--- src/rtl/fetch_queue.sv ---
// Instruction fetch unit with a 4-entry {pc, instr} queue between program memory and decode.
// Build option FETCH_MISALIGN_CHECK_EN: a misaligned redirect halts fetch and raises misalign_o.
module fetch_queue #(
  parameter int                    DATA_WIDTH = 32,
  parameter logic [DATA_WIDTH-1:0] RESET_PC   = DATA_WIDTH'(32'h0040_0000)
) (
  input  logic                  clk,
  input  logic                  reset,
  output logic [DATA_WIDTH-1:0] pc_o,
  input  logic [DATA_WIDTH-1:0] instr_i,
  input  logic                  redirect_i,
  input  logic [DATA_WIDTH-1:0] redirect_pc_i,
  output logic                  valid_o,
  input  logic                  ready_i,
  output logic [DATA_WIDTH-1:0] instr_o,
  output logic [DATA_WIDTH-1:0] instr_pc_o,
  output logic                  misalign_o
);

  logic [DATA_WIDTH-1:0] r_pc;
  logic [1:0]            r_rd_ptr;
  logic [1:0]            r_wr_ptr;
  logic [2:0]            r_count;
  logic [DATA_WIDTH-1:0] r_q_pc    [4];
  logic [DATA_WIDTH-1:0] r_q_instr [4];

  logic                  w_halt;
  logic                  w_full;
  logic                  w_pop;
  logic                  w_push;
  logic [DATA_WIDTH-1:0] w_redirect_target;

`ifdef FETCH_MISALIGN_CHECK_EN
  logic r_halt;
  logic r_misalign;
  logic w_misaligned;

  assign w_misaligned      = |redirect_pc_i[1:0];
  assign w_redirect_target = redirect_pc_i;
  assign w_halt            = r_halt;
  assign misalign_o        = r_misalign;

  // Halt and the sticky flag are released only by reset.
  always_ff @(posedge clk) begin
    if (reset) begin
      r_halt     <= 1'b0;
      r_misalign <= 1'b0;
    end else if (redirect_i && !r_halt && w_misaligned) begin
      r_halt     <= 1'b1;
      r_misalign <= 1'b1;
    end
  end
`else
  assign w_redirect_target = redirect_pc_i & ~DATA_WIDTH'(3);
  assign w_halt            = 1'b0;
  assign misalign_o        = 1'b0;
`endif

  assign pc_o       = r_pc;
  assign valid_o    = (r_count != 3'd0);
  assign instr_o    = r_q_instr[r_rd_ptr];
  assign instr_pc_o = r_q_pc[r_rd_ptr];

  assign w_full = (r_count == 3'd4);
  assign w_pop  = valid_o && ready_i;
  // A pop frees a slot in the same cycle, so a full queue can still accept a push.
  assign w_push = !redirect_i && !w_halt && (!w_full || w_pop);

  always_ff @(posedge clk) begin
    if (w_push) begin
      r_q_pc[r_wr_ptr]    <= r_pc;
      r_q_instr[r_wr_ptr] <= instr_i;
    end
  end

  always_ff @(posedge clk) begin
    if (reset) begin
      r_pc     <= RESET_PC;
      r_rd_ptr <= 2'd0;
      r_wr_ptr <= 2'd0;
      r_count  <= 3'd0;
    end else if (redirect_i && !w_halt) begin
      r_pc     <= w_redirect_target;
      r_rd_ptr <= 2'd0;
      r_wr_ptr <= 2'd0;
      r_count  <= 3'd0;
    end else begin
      if (w_push) begin
        r_wr_ptr <= r_wr_ptr + 2'd1;
        r_pc     <= r_pc + DATA_WIDTH'(4);
      end
      if (w_pop) begin
        r_rd_ptr <= r_rd_ptr + 2'd1;
      end
      r_count <= r_count + 3'(w_push) - 3'(w_pop);
    end
  end

endmodule
--- config.mk ---
export PLATFORM = sky130hd
export DESIGN_NAME = fetch_queue
export DESIGN_NICKNAME = d
export VERILOG_FILES = /design/src/rtl/fetch_queue.sv
export SDC_FILE = /design/constraint.sdc
export NUM_CORES = 1
export LEC_CHECK = 0
export CORE_MARGIN = 5
export CORE_UTILIZATION = 58
export CTS_CLUSTER_DIAMETER = 30
export DETAILED_ROUTE_END_ITERATION = 7
export PLACE_DENSITY = 0.95
export SLEW_MARGIN = 20
export SYNTH_ARGS = -nofsm -noshare
export SYNTH_HDL_FRONTEND = slang
export SYNTH_SLANG_ARGS = --single-unit
--- constraint.sdc ---
create_clock -name clk -period 10.2 [get_ports clk]
set_input_delay 3.06 -clock clk [delete_from_list [all_inputs] [get_ports clk]]
set_output_delay 3.06 -clock clk [all_outputs]
set_load 0.005 [all_outputs]
==> results of run 1 <==
cell families (layout without fill, tap and decap cells):
| group | Yosys count | count (layout) | synth area share (%) |
|---|---|---|---|
| AOI/OAI and AO/OA | 31 | 31 | 1.97 |
| xor gates and xnor gates | 29 | 29 | 2.29 |
| adders and majority gates | 8 | 8 | 0.969 |
| buffers and inverters | 46 | 258 | 2.15 |
| DFF | 287 | 287 | 74.1 |
| muxes | 66 | 66 | 12.9 |
| other | 1 | 5 | 0.0338 |
| and+or+nand+nor | 118 | 118 | 5.55 |
cells in the mapped netlist (all sizes together):
cell             n  share of area, %
and3             8              0.46
a21oi            5              0.23
or2b             1              0.10
o2bb2ai          1             0.079
buf             14              0.72
xnor2           18               1.4
or4              1             0.068
nor3            12              0.54
nand4            8              0.56
o21ai            2             0.090
conb             1             0.034
a211oi          21               1.4
xor2            11              0.87
ha               7              0.79
nand3b           1             0.068
nand2           16              0.54
or3              4              0.23
mux2i            3              0.27
nor4             6              0.39
fa               1              0.18
dfxtp           39               7.0
nor4b            1              0.14
mux4            62                13
nor3b            1             0.068
mux2             1              0.10
a311oi           2              0.16
or2              2              0.11
inv             12              0.41
edfxtp         248                67
clkdlybuf4s50    1              0.10
nand3           10              0.45
nor2            41               1.4
and2             2              0.11
and4             3              0.24
clkbuf          19              0.92
or4b             1             0.090
where the power goes:
| part | internal, uW | switching [uW] |
|---|---|---|
| logic | 112 | 79.2 |
| registers | 1330 | 32.8 |
| clock network | 1010 | 551 |
| total | 2450 | 663 |
metal layers:
layer	share of wire, %	wire length (um)
met1	39	9420
met2	51	12100
met3	7.8	1860
met4	1.9	464
met5	0	0
worst register-to-register path, stage by stage (launching register included):
cell and delay (ns):
sky130_fd_sc_hd__dfxtp_1 0.37, sky130_fd_sc_hd__nor4b_2 0.76, sky130_fd_sc_hd__nor2_1 0.08, sky130_fd_sc_hd__inv_1 0.10, sky130_fd_sc_hd__ha_1 0.23, sky130_fd_sc_hd__inv_1 0.06, sky130_fd_sc_hd__ha_1 0.14, sky130_fd_sc_hd__inv_1 0.05
sky130_fd_sc_hd__fa_1 0.37, sky130_fd_sc_hd__xor2_1 0.16, sky130_fd_sc_hd__xnor2_1 0.16, sky130_fd_sc_hd__nor2_1 0.06
flip-flops by register name, indices dropped and copies added (netlist names), named ones only:
| register | count |
|---|---|
| r_q_pc | 120 |
| r_wr_ptr | 2 |
| r_q_instr | 128 |
| pc_o | 30 |
| r_count | 3 |
| r_rd_ptr | 2 |
area by class of cell:
cell class / count / share of cell area (%)
flip-flops and latches: 287 / 57.1
multi-input cells: 257 / 18.5
repair buffers: 159 / 11.0
clock buffers: 54 / 8.55
clock inverters: 33 / 2.54
well taps: 234 / 2.03
inverters: 12 / 0.312
worst max-delay path by stage:
stage	start	endpoint	slack, ns	depth (start not counted)
after floorplan	redirect_i	r_q_instr[0][0]	4.72	3
after global placement	redirect_i	r_q_instr[2][20]	4.34	3
after detailed placement	redirect_i	r_q_instr[0][14]	4.25	3
after CTS	flop	instr_pc_o[22]	4.00	3
after global routing	flop	instr_pc_o[22]	3.83	3
final	flop	instr_pc_o[22]	4.08	3
per-stage QoR:
stage / setup slack (ns) / utilization, % / cell area, um^2 / instances
3_3_place_gp: 4.34 / 68.4 / 12800 / 949
2_1_floorplan: 4.72 / - / 11100 / 590
3_5_place_dp: 4.25 / 68.4 / 12800 / 949
6_report: 4.08 / 76.9 / 14400 / 1036
4_1_cts: 4.00 / 76.9 / 14400 / 1036
5_1_grt: 3.83 / 76.9 / 14400 / 1036
==> impl.org, run 1 <==
** Synthesis
- Number of library cell types mapped by synthesis :: 44
- Total of flip-flops plus latches after synthesis :: 287
- Synthesized netlist cell count :: 586
- The mapped netlist covers 0.0111 mm^2.
- A synthesized cell averages 19.0 um^2.
- Synthesis warning total :: 0
- Share of synthesized area occupied by flip-flops and latches :: 74.1%

** Timing
- Post-Route Hold Slack :: 0.532 ns
- Count of final setup violators :: 0
- Measured against its own limit, the worst slew margin works out to 32.8%.
- Final-report max-slew violation count :: 0
- Derived from the worst setup path, the maximum achievable clock frequency is 163 MHz.
- Of the available clock period, the critical path in the final layout requires 60.0%.
- The total count of hold-check failures in the final report was 0.
- Setup repair after global routing left no endpoint under its margin.
- Time the final worst path needs with I/O delays and setup :: 6.12 ns
- Largest clock skew in the final design :: 0.0264 ns
- Total Neg Setup Slack :: 0 ns
- For the pin with the worst max-slew slack, the measured transition is 1.01 ns.

** Setup path
- Cell class contributing the biggest share of worst-path delay :: buffers and inverters
- The worst setup path is launched from a flop.
- Crit path max fanout :: 46
- The endpoint identified for the worst register-to-register timing path is r_count[2].
- The worst setup path is captured at an output pin.
- CP peak stage delay :: 0.75 ns
- Among all stages on the critical path, the largest delay is contributed by sky130_fd_sc_hd__buf_4.
- For the worst flop-to-flop path, the logic depth is 11.
- FF-to-FF Start :: r_count[1]
- The number of buffers and inverters on the critical path is 2.
- STA puts the critical path data required time at 7.14 ns.
- For the worst setup path, the data arrival time is 3.06 ns.
- In this run the register-to-register setup slack is 7.54 ns.
- The worst setup path is of the flop to output pin kind.
- Cell-by-cell trace of the critical path :: buf_4, mux4_2, clkdlybuf4s50_1

** Detailed routing
- Post-route ant nets :: 0
- After detailed routing, the average wire length per cell comes to 23.0 um.
- Detailed routing inserted a total of 6267 vias.
- The first TritonRoute pass finished after 5 iterations.
- In this run, the number of DRC markers left after iteration 0 of detailed routing was 588.
- Using the TritonRoute via totals, the vias-per-cell ratio works out to 6.05.
- In the routed design, unresolved DRC markers number 0.
- Detailed-route wire length :: 23900 um

** Outcome
- The run finished with clean final reports.

** Place
- Detailed placement finished with a half-perimeter wire length of 13900 um.
- Routability-driven placement finished with a final weighted congestion of 0.832.
- Count of port buffers added during placement :: 158

** Floorplanning
- The die covers 0.0220 mm^2.
- Number of rows in the core area :: 50
- Width of the chip :: 148 um
- For this design the top-level I/O count stands at 166.
- Die Y-Extent :: 148 um
- For this configuration, the core starts out at a cell density of 59.2%.
- The total area inside the core boundary comes to 0.0188 mm^2.

** Hold path
- Counting instances, the worst hold path has a depth of 2.
- For hold timing, the worst endpoint is r_wr_ptr[1].
- Hold WC Path Type :: flop to flop
- Hold Path Origin :: r_wr_ptr[1]

** Layout
- The filler cells instantiated in the layout total 956.
- The library cell used most frequently in the layout, excluding fill and tap cells, is sky130_fd_sc_hd__edfxtp_1.
- In the final layout, the share of cells above drive strength 1 is 19.7%.
- The top cell types in the final layout, fill and taps aside, are 248 x sky130_fd_sc_hd__edfxtp_1, 157 x sky130_fd_sc_hd__clkdlybuf4s50_1, 62 x sky130_fd_sc_hd__mux4_2, 48 x sky130_fd_sc_hd__clkbuf_16, 41 x sky130_fd_sc_hd__nor2_1.
- Compared with the post-synthesis result, the final layout area differs by 29.9%.
- Summing all multi-input logic gate instances after layout gives 0.00267 mm^2.
- Diode insertion count for antenna repair :: 0
- At the end of the flow, the number of nets in the layout was 840.
- Area used by sequential logic in the layout :: 0.00824 mm^2

** GRT
- The first global-routing pass estimated 37200 um of wire.
- Via count of the first global-routing pass :: 6553
- Met3 routing resource usage after global routing :: 4.88%
- GRT Overall Usage :: 22.0%
- Entering global routing, the biggest net connects 63 pins.
- Global routing used 29.2% of the available met1 tracks.
- met2 is the most crowded layer.
- GRT met2 Usage :: 37.3%
- Sum of overflow across all layers after global routing :: 0
- The initial antenna violation count came to 0.

** CTS
- The clock net in this run drives a total of 287 sinks.
- Post-CTS timing repair inserted 0 buffers for setup.
- In this run the clock root is driven by a sky130_fd_sc_hd__clkbuf_16.
- Once the clock tree was built, the resizer swapped 0 gates to a different size.
- Num CTS Buffers :: 47
- Clock-pin slew was measured on the worst setup and hold paths at 0.05 ns.
- CTS tree :: built
- Buffers from clock root to sink, at most :: 3
- For the worst-skew pair, the clock arrives at the later sink with an insertion delay of 0.53 ns.
- The H-tree was split into 2 levels.
- CTS Hold Buffers Added :: 0

** Pwr
- Cell leakage power :: 0.00475 uW
- Power Density :: 215 mW/mm^2
- Power comes to 3110 uW.
- Worst ir drop on vdd :: 140 uV

** Flow run
- The tool flagged a number of max-cap violations equal to 0.
No activity file was read; power rests on OpenSTA's default activity.
==> inputs of run 2 (changes only) <==
--- a/config.mk
+++ b/config.mk
@@ -6,10 +6,10 @@
 export NUM_CORES = 1
 export LEC_CHECK = 0
 export CORE_MARGIN = 5
-export CORE_UTILIZATION = 58
+export CORE_UTILIZATION = 49
 export CTS_CLUSTER_DIAMETER = 30
 export DETAILED_ROUTE_END_ITERATION = 7
-export PLACE_DENSITY = 0.95
+export PLACE_DENSITY = 0.86
 export SLEW_MARGIN = 20
 export SYNTH_ARGS = -nofsm -noshare
 export SYNTH_HDL_FRONTEND = slang
==> constraint.sdc (replaced) <==
create_clock -name clk -period 5.2 [get_ports clk]
set_input_delay 1.56 -clock clk [delete_from_list [all_inputs] [get_ports clk]]
set_output_delay 1.56 -clock clk [all_outputs]
set_load 0.005 [all_outputs]
==> run 2 against run 1 <==
Net effect:
- worst hold slack got worse by 0.020 ns
- flip-flop and latch count unchanged
- final cell count increased by 5.2%
==> impl.org, run 2 (synthesis results as in run 1) <==
** Timing
- Derived from the worst setup path, the maximum achievable clock frequency is 240 MHz.
- Time the final worst path needs with I/O delays and setup :: 4.17 ns
- The measured slew at the worst slew-check pin came to 1.00 ns (-0.00259 ns).
- Final-report max-slew violation count :: 0 (unchanged)
- The setup TNS is 0 ns (unchanged).
- The worst path uses 80.3% of the clock period.
- The worst hold slack across all endpoints is 0.511 ns (-0.0203 ns).
- Setup repair after global routing missed its margin :: no
- Headroom to the max-slew limit :: 33.0% (+0.17 points)
- Largest clock skew in the final design :: 0.0121 ns (-0.0143 ns)
- The smallest setup slack after layout came to 1.03 ns (-3.05 ns).
- The total count of hold-check failures in the final report is 0 (unchanged).
- Count of final setup violators :: 0 (unchanged)

** Layout
- Register containing the most flip-flops in the final layout :: r_q_instr
- The number of flip-flops in the largest register is 128 (unchanged).
- The number of nets in the layout came to 844 (+0.48%).
- Number of filler instances in the final layout :: 1508 (+58%)
- The final design area excluding fillers is 0.0145 mm^2 (+0.72%).
- Most common library cell in the layout ignoring fill and taps :: sky130_fd_sc_hd__edfxtp_1
- Area Growth Syn to Fin :: 30.9%
- The post-layout utilization of the core is 64.6% (-12 points).
- Commonest non-fill, non-tap cells in the layout :: 248 x sky130_fd_sc_hd__edfxtp_1, 158 x sky130_fd_sc_hd__clkdlybuf4s50_1, 62 x sky130_fd_sc_hd__mux4_2, 49 x sky130_fd_sc_hd__clkbuf_16, 41 x sky130_fd_sc_hd__nor2_1
- Fraction of final layout cells sized beyond drive strength 1 :: 19.8% (+0.051 points)
- The antenna cell count is 0 (unchanged).

** Setup path
- The total stage count of the critical path is 3 (unchanged).
- The slowest stage of the critical path is the sky130_fd_sc_hd__mux4_2 cell.
- FF-to-FF Start :: pc_o[6]
- Startpoint type of the worst setup path :: flop
- CP peak stage delay :: 0.59 ns (-0.16 ns)
- On the critical path the largest part of the delay comes from buffers and inverters.
- The worst setup path is captured at an output pin.
- The worst setup path is of the flop to output pin kind.
- Required time reported for the critical path endpoint :: 3.64 ns (-3.50 ns)
- Arrival time reported for the critical path endpoint :: 2.61 ns (-0.45 ns)
- The buffer and inverter count on the worst path was 2 (unchanged).
- Count of cells along the worst register-to-register path :: 5 (-6)
- Crit path max fanout :: 47 (+2.2%)
- Worst setup slack for register-to-register paths :: 2.89 ns (-4.65 ns)
- Cell-by-cell trace of the critical path :: buf_12, mux4_2, clkdlybuf4s50_1
- In this run the critical register-to-register path is captured at pc_o[28].
- Critical path capture point :: instr_pc_o[11]

** Floorplanning
- Die Y-Extent :: 161 um (+8.2%)
- Number of rows in the core area :: 55 (+10%)
- IO Count :: 166 (unchanged)
- The die boundary width came to 161 um (+8.2%).
- The area of the core region is 0.0225 mm^2 (+20%).
- The starting utilization of the core area is 49.4% (-9.8 points).
- Full die area :: 0.0258 mm^2 (+17%)

** CTS
- The hold-fix buffer count after cts was 0 (unchanged).
- CTS tree :: built
- Clock latency on the worst-skew pair :: 0.52 ns (about the same)
- Number of sinks driven by the clock tree :: 287 (unchanged)
- Postcts setup bufs :: 0 (unchanged)
- H-tree depth reported by CTS :: 2 (unchanged)
- Buffers from clock root to sink, at most :: 3 (unchanged)
- Num CTS Buffers :: 48 (+2.1%)
- The post-CTS resize count came to 0 (unchanged).
- The root buffer cell chosen for the clock tree is sky130_fd_sc_hd__clkbuf_16.
- The clock-pin slew reported for the worst setup and hold paths after clock tree synthesis came to 0.05 ns (about the same).

** GRT
- Maximum number of pins on one net before global-route repair :: 63 (unchanged)
- Via count of the first global-routing pass :: 6335 (-3.3%)
- The first-pass GRT wire length is 36500 um (-2.1%).
- Number of antenna violations at the first check in global routing :: 0 (unchanged)
- Sum of overflow across all layers after global routing :: 0 (unchanged)
- The total routing resource utilization after global routing came to 18.2% (-3.8 points).

** Pwr
- Cell leakage power :: 0.00478 uW (+0.56%)
- Worst ir drop on vdd :: 244 uV (+74%)
- The total power per unit cell area came to 420 mW/mm^2 (+95%).

** Hold path
- The tightest min-delay check is of the flop to flop type.

** Place
- GP Congestion :: 0.780 (-6.2%)
- Final HPWL DP :: 14000 um (+0.54%)
- The worst setup slack after placement is 1.06 ns (-3.19 ns).
- Count of port buffers added during placement :: 158 (unchanged)
- Cell Area, Placed :: 0.0129 mm^2 (+0.77%)

** Detailed routing
- First-pass detailed-route iteration total :: 5 (unchanged)
- DRC marker count from the first detailed-route iteration :: 447 (-24%)
- The count of unresolved DRC violations after routing is 0 (unchanged).
- Wire length per cell :: 21.5 um (-6.8%)
- The via count normalized by instance count came to 5.58 (-7.8%).
- Overall via count from detail_route :: 6079 (-3.0%)
- The total length of routed wires is 23400 um (-1.9%).
- The count of antenna-violating nets left after detailed routing came to 0 (unchanged).

** Outcome
- Outcome :: complete, no violations

** Flow run
- Number of max-capacitance violations reported :: 0 (unchanged)
[run 2: cell types whose count changed in the layout (fill, tap and decap cells not counted), sizes merged]
| cell | before | now |
|---|---|---|
| clkbuf | 54 | 55 |
| bufinv | 5 | 6 |
| inv | 20 | 15 |
| clkinvlp | 5 | 4 |
| clkdlybuf4s50 | 157 | 158 |
| buf | 2 | 4 |
| clkinv | 15 | 19 |
[run 2: worst register-to-register path, cell delays in order, from the launching register on]
cell                       delay (ns)
sky130_fd_sc_hd__dfxtp_1         0.58
sky130_fd_sc_hd__nand4_2         0.25
sky130_fd_sc_hd__nor4_2          0.77
sky130_fd_sc_hd__nand4_1         0.21
sky130_fd_sc_hd__xor2_1          0.18
sky130_fd_sc_hd__a211oi_1        0.22
[run 2: per-layer routing]
layer  track usage, %  vias to the layer above  share of wire [%]
met5                0                        -                  0
met1             23.9                     3076                 41
met4             4.85                        0                1.9
met2             30.7                      251                 50
li1                 -                     2709                  -
met3             4.49                       43                7.4
[run 2: worst min-delay path by stage]
| stage | startpoint | endpoint | cells past startpoint |
|---|---|---|---|
| after floorplan | r_wr_ptr[1] | r_wr_ptr[1] | 2 |
| after global placement | r_wr_ptr[1] | r_wr_ptr[1] | 2 |
| after detailed placement | r_wr_ptr[1] | r_wr_ptr[1] | 2 |
| after CTS | r_wr_ptr[1] | r_wr_ptr[1] | 2 |
| after global routing | r_wr_ptr[1] | r_wr_ptr[1] | 2 |
| final | r_wr_ptr[1] | r_wr_ptr[1] | 2 |
[run 2: cell type report]
cell class / instances / area (um^2) / area share [%]
clock buffer: 55 / 1250 / 8.59
clock inverter: 32 / 352 / 2.42
inverter: 12 / 45.0 / 0.310
multi-input combinational: 257 / 2670 / 18.4
sequential: 287 / 8240 / 56.7
tap: 285 / 357 / 2.45
timing repair buffer: 162 / 1620 / 11.2
[run 2: power by group]
part | switching, uW | internal, uW
combinational | 153 | 222
sequential | 62.7 | 2600
clock | 1040 | 2030
[run 2: metrics by stage]
stage	power, uW	cells
after global placement	3070	1003
after detailed placement	3090	1003
after global routing	6320	1090
after floorplan	2850	590
final	6100	1090
after CTS	6170	1090
==> inputs of run 3 (changes only) <==
==> constraint.sdc (replaced) <==
create_clock -name clk -period 3.4 [get_ports clk]
set_input_delay 1.02 -clock clk [delete_from_list [all_inputs] [get_ports clk]]
set_output_delay 1.02 -clock clk [all_outputs]
set_load 0.005 [all_outputs]
==> run 3 against run 2 <==
Net effect:
- die area is the same
- clock skew grew 0.0070 ns
- design area grew 2.3%
- global-route usage grew 0.30 points
- sequential share of layout area shrank 1.3 points
- sequential power grew 53%
- via count grew 1.0%
- power grew 59%
- final cell count grew 2.1%
- critical path type unchanged
==> impl.org, run 3 (synthesis results as in run 1) <==
** Outcome
- Outcome :: complete, no violations

** Detailed routing
- Overall via count from detail_route :: 6142 (+1.0%)
- Wire length per cell :: 21.4 um (-0.16%)
- The count of unresolved DRC violations after routing was 0 (unchanged).
- Detailed-route wire length :: 23900 um (+1.9%)
- Vias per std cell :: 5.52 (-1.1%)
- The count of antenna-violating nets left after detailed routing was 0 (unchanged).
- The number of iterations in the first detailed-routing pass is 5 (unchanged).
- DRC marker count from the first detailed-route iteration :: 459 (+2.7%)

** Setup path
- STA classifies the critical path endpoint as an output pin.
- Classification of the worst setup path :: flop to output pin
- Slowest cell on the critical path :: sky130_fd_sc_hd__mux4_2
- Arrival time reported for the critical path endpoint :: 2.27 ns (-0.34 ns)
- The peak per-stage delay on the critical path was 0.55 ns (-0.04 ns).
- Cell class contributing the biggest share of worst-path delay :: buffers and inverters
- Startpoint type of the worst setup path :: flop
- The buffer and inverter count on the worst path came to 2 (unchanged).
- The required time of the worst setup path came to 2.38 ns (-1.26 ns).
- Walking the worst path, the cells encountered are buf_4, mux4_2, clkdlybuf4s50_1.
- Crit path max fanout :: 10 (-79%)

** Place
- Cell Area, Placed :: 0.0131 mm^2 (+1.1%)
- The HPWL after detailed placement is 14200 um (+1.5%).
- Worst-case setup slack after placement :: 0.188 ns (-0.871 ns)
- The global placer's final weighted congestion was 0.791 (+1.4%).
- Count of port buffers added during placement :: 158 (unchanged)

** CTS
- CTS root buffer :: sky130_fd_sc_hd__clkbuf_16
- The clock latency of the later-clocked register in the worst-skew pair was 0.52 ns (about the same).
- Number of sinks driven by the clock tree :: 287 (unchanged)
- Buffers from clock root to sink, at most :: 3 (unchanged)
- The H-tree depth reported by CTS is 2 (unchanged).
- CTS Hold Buffers Added :: 0 (unchanged)
- CTS tree :: built
- Clock-pin slew reported for the worst setup and hold paths after clock tree synthesis :: 0.05 ns (about the same)
- Num CTS Buffers :: 49 (+2.1%)

** Pwr
- The leakage power total came to 0.00496 uW (+3.6%).
- The total power per unit cell area is 654 mW/mm^2 (+56%).
- The peak supply drop came to 402 uV (+65%).
- Total power after layout :: 9720 uW (+59%)

** Timing
- Setup repair after global routing missed its margin :: no
- The count of final max-slew check failures was 0 (unchanged).
- The relative max-transition margin is 34.6% (+1.6 points).
- The total count of hold-check failures in the final report came to 0 (unchanged).
- The clock tree skew after final layout is 0.0191 ns (+0.00704 ns).
- Based on the critical path, the design can be clocked at up to 304 MHz.
- The setup TNS was 0 ns (unchanged).
- PnR worst setup slack :: 0.113 ns (-0.913 ns)
- The number of setup violations in the final report is 0 (unchanged).
- Counting I/O delays and the setup requirement, the final critical path takes 3.29 ns.
- The measured slew at the worst slew-check pin came to 0.981 ns (-0.0238 ns).
- Final period utilization :: 96.7%

** Floorplanning
- IO Count :: 166 (unchanged)
- Starting density of the core :: 49.4% (unchanged)
- The vertical die dimension is 161 um (unchanged).
- The total die area was 0.0258 mm^2 (unchanged).
- The area of the core region is 0.0225 mm^2 (unchanged).
- Width of the chip :: 161 um (unchanged)
- The count of standard-cell rows is 55 (unchanged).

** Layout
- The number of flip-flops in the largest register is 128 (unchanged).
- The final design area excluding fillers came to 0.0149 mm^2 (+2.3%).
- Fraction of final layout cells sized beyond drive strength 1 :: 22.7% (+3.0 points)
- Number of filler instances in the final layout :: 1500 (-0.53%)
- The register with the most flip-flops in the final layout is r_q_instr.
- The area of all sequential standard cells was 0.00824 mm^2 (unchanged).
- Multi-input gate area in the final layout :: 0.00267 mm^2 (unchanged)
- Post-layout nets :: 863 (+2.3%)
- Area Growth Syn to Fin :: 33.9%
- Commonest non-fill, non-tap cells in the layout :: 248 x sky130_fd_sc_hd__edfxtp_1, 158 x sky130_fd_sc_hd__clkdlybuf4s50_1, 62 x sky130_fd_sc_hd__mux4_2, 51 x sky130_fd_sc_hd__clkbuf_16, 41 x sky130_fd_sc_hd__nor2_1
- Diode insertion count for antenna repair :: 0 (unchanged)
- Leaving out fill and tap cells, the most frequent cell in the layout is sky130_fd_sc_hd__edfxtp_1.

** Hold path
- The min-delay analysis places its worst path in the category flop to flop.

** GRT
- The maximum number of pins on one net before global-route repair is 63 (unchanged).
- Met1 Use GR :: 25.5% (+1.6 points)
- GRT met2 Usage :: 30.1% (-0.61 points)
- GRT Overall Usage :: 18.5% (+0.30 points)
- Number of antenna violations at the first check in global routing :: 0 (unchanged)
- Via count of the first global-routing pass :: 6440 (+1.7%)
- Most utilized layer in the global route result :: met2
- The total congestion overflow came to 0 (unchanged).
- Wire length of the first global-routing pass :: 37400 um (+2.6%)
- Met3 routing resource usage after global routing :: 4.82% (+0.33 points)

** Flow run
- The reported max-cap violation count was 0 (unchanged).
## run 3: metal layers
metal	routed length (um)	share of wire [%]
met1	10000	42
met2	11800	50
met3	1800	7.5
met4	198	0.83
met5	0	0
## run 3: report_power, final
| group | internal (uW) | switching, uW |
|---|---|---|
| clock | 3400 | 1650 |
| combinational | 352 | 246 |
| sequential | 3980 | 87.7 |
## run 3: final timing paths
| kind | slack [ns] | from | endpoint | depth (start not counted) |
|---|---|---|---|---|
| worst min-delay path | 0.50 | pc_o[23] | r_q_pc[0][23] | 0 |
| worst max-delay path | 0.11 | flop | instr_o[23] | 3 |
| worst min register to register | 0.50 | pc_o[23] | r_q_pc[0][23] | 0 |
| worst max register to register | 1.01 | pc_o[11] | pc_o[31] | 5 |
## run 3: final cells by class
cell class / count / share of cell area, %
Inverter: 12 / 0.303
Sequential cell: 287 / 55.4
Clock inverter: 36 / 2.91
Clock buffer: 56 / 8.84
Timing Repair Buffer: 180 / 12.2
Tap cell: 285 / 2.40
Multi-Input combinational cell: 257 / 18.0
## run 3: through the flow
step / util (%) / hold WS [ns] / std cells
after floorplan: - / 0.465 / 590
after global placement: 58.1 / 0.484 / 1015
after detailed placement: 58.1 / 0.479 / 1015
after CTS: 65.9 / 0.497 / 1107
after global routing: 66.1 / 0.521 / 1113
final: 66.1 / 0.497 / 1113
## run 3: what timing repair did
item,CTS,global route
setup endpoints to repair,0,19
buffers inserted,0,6
endpoints found under the hold margin,0,0
resized for setup,0,0
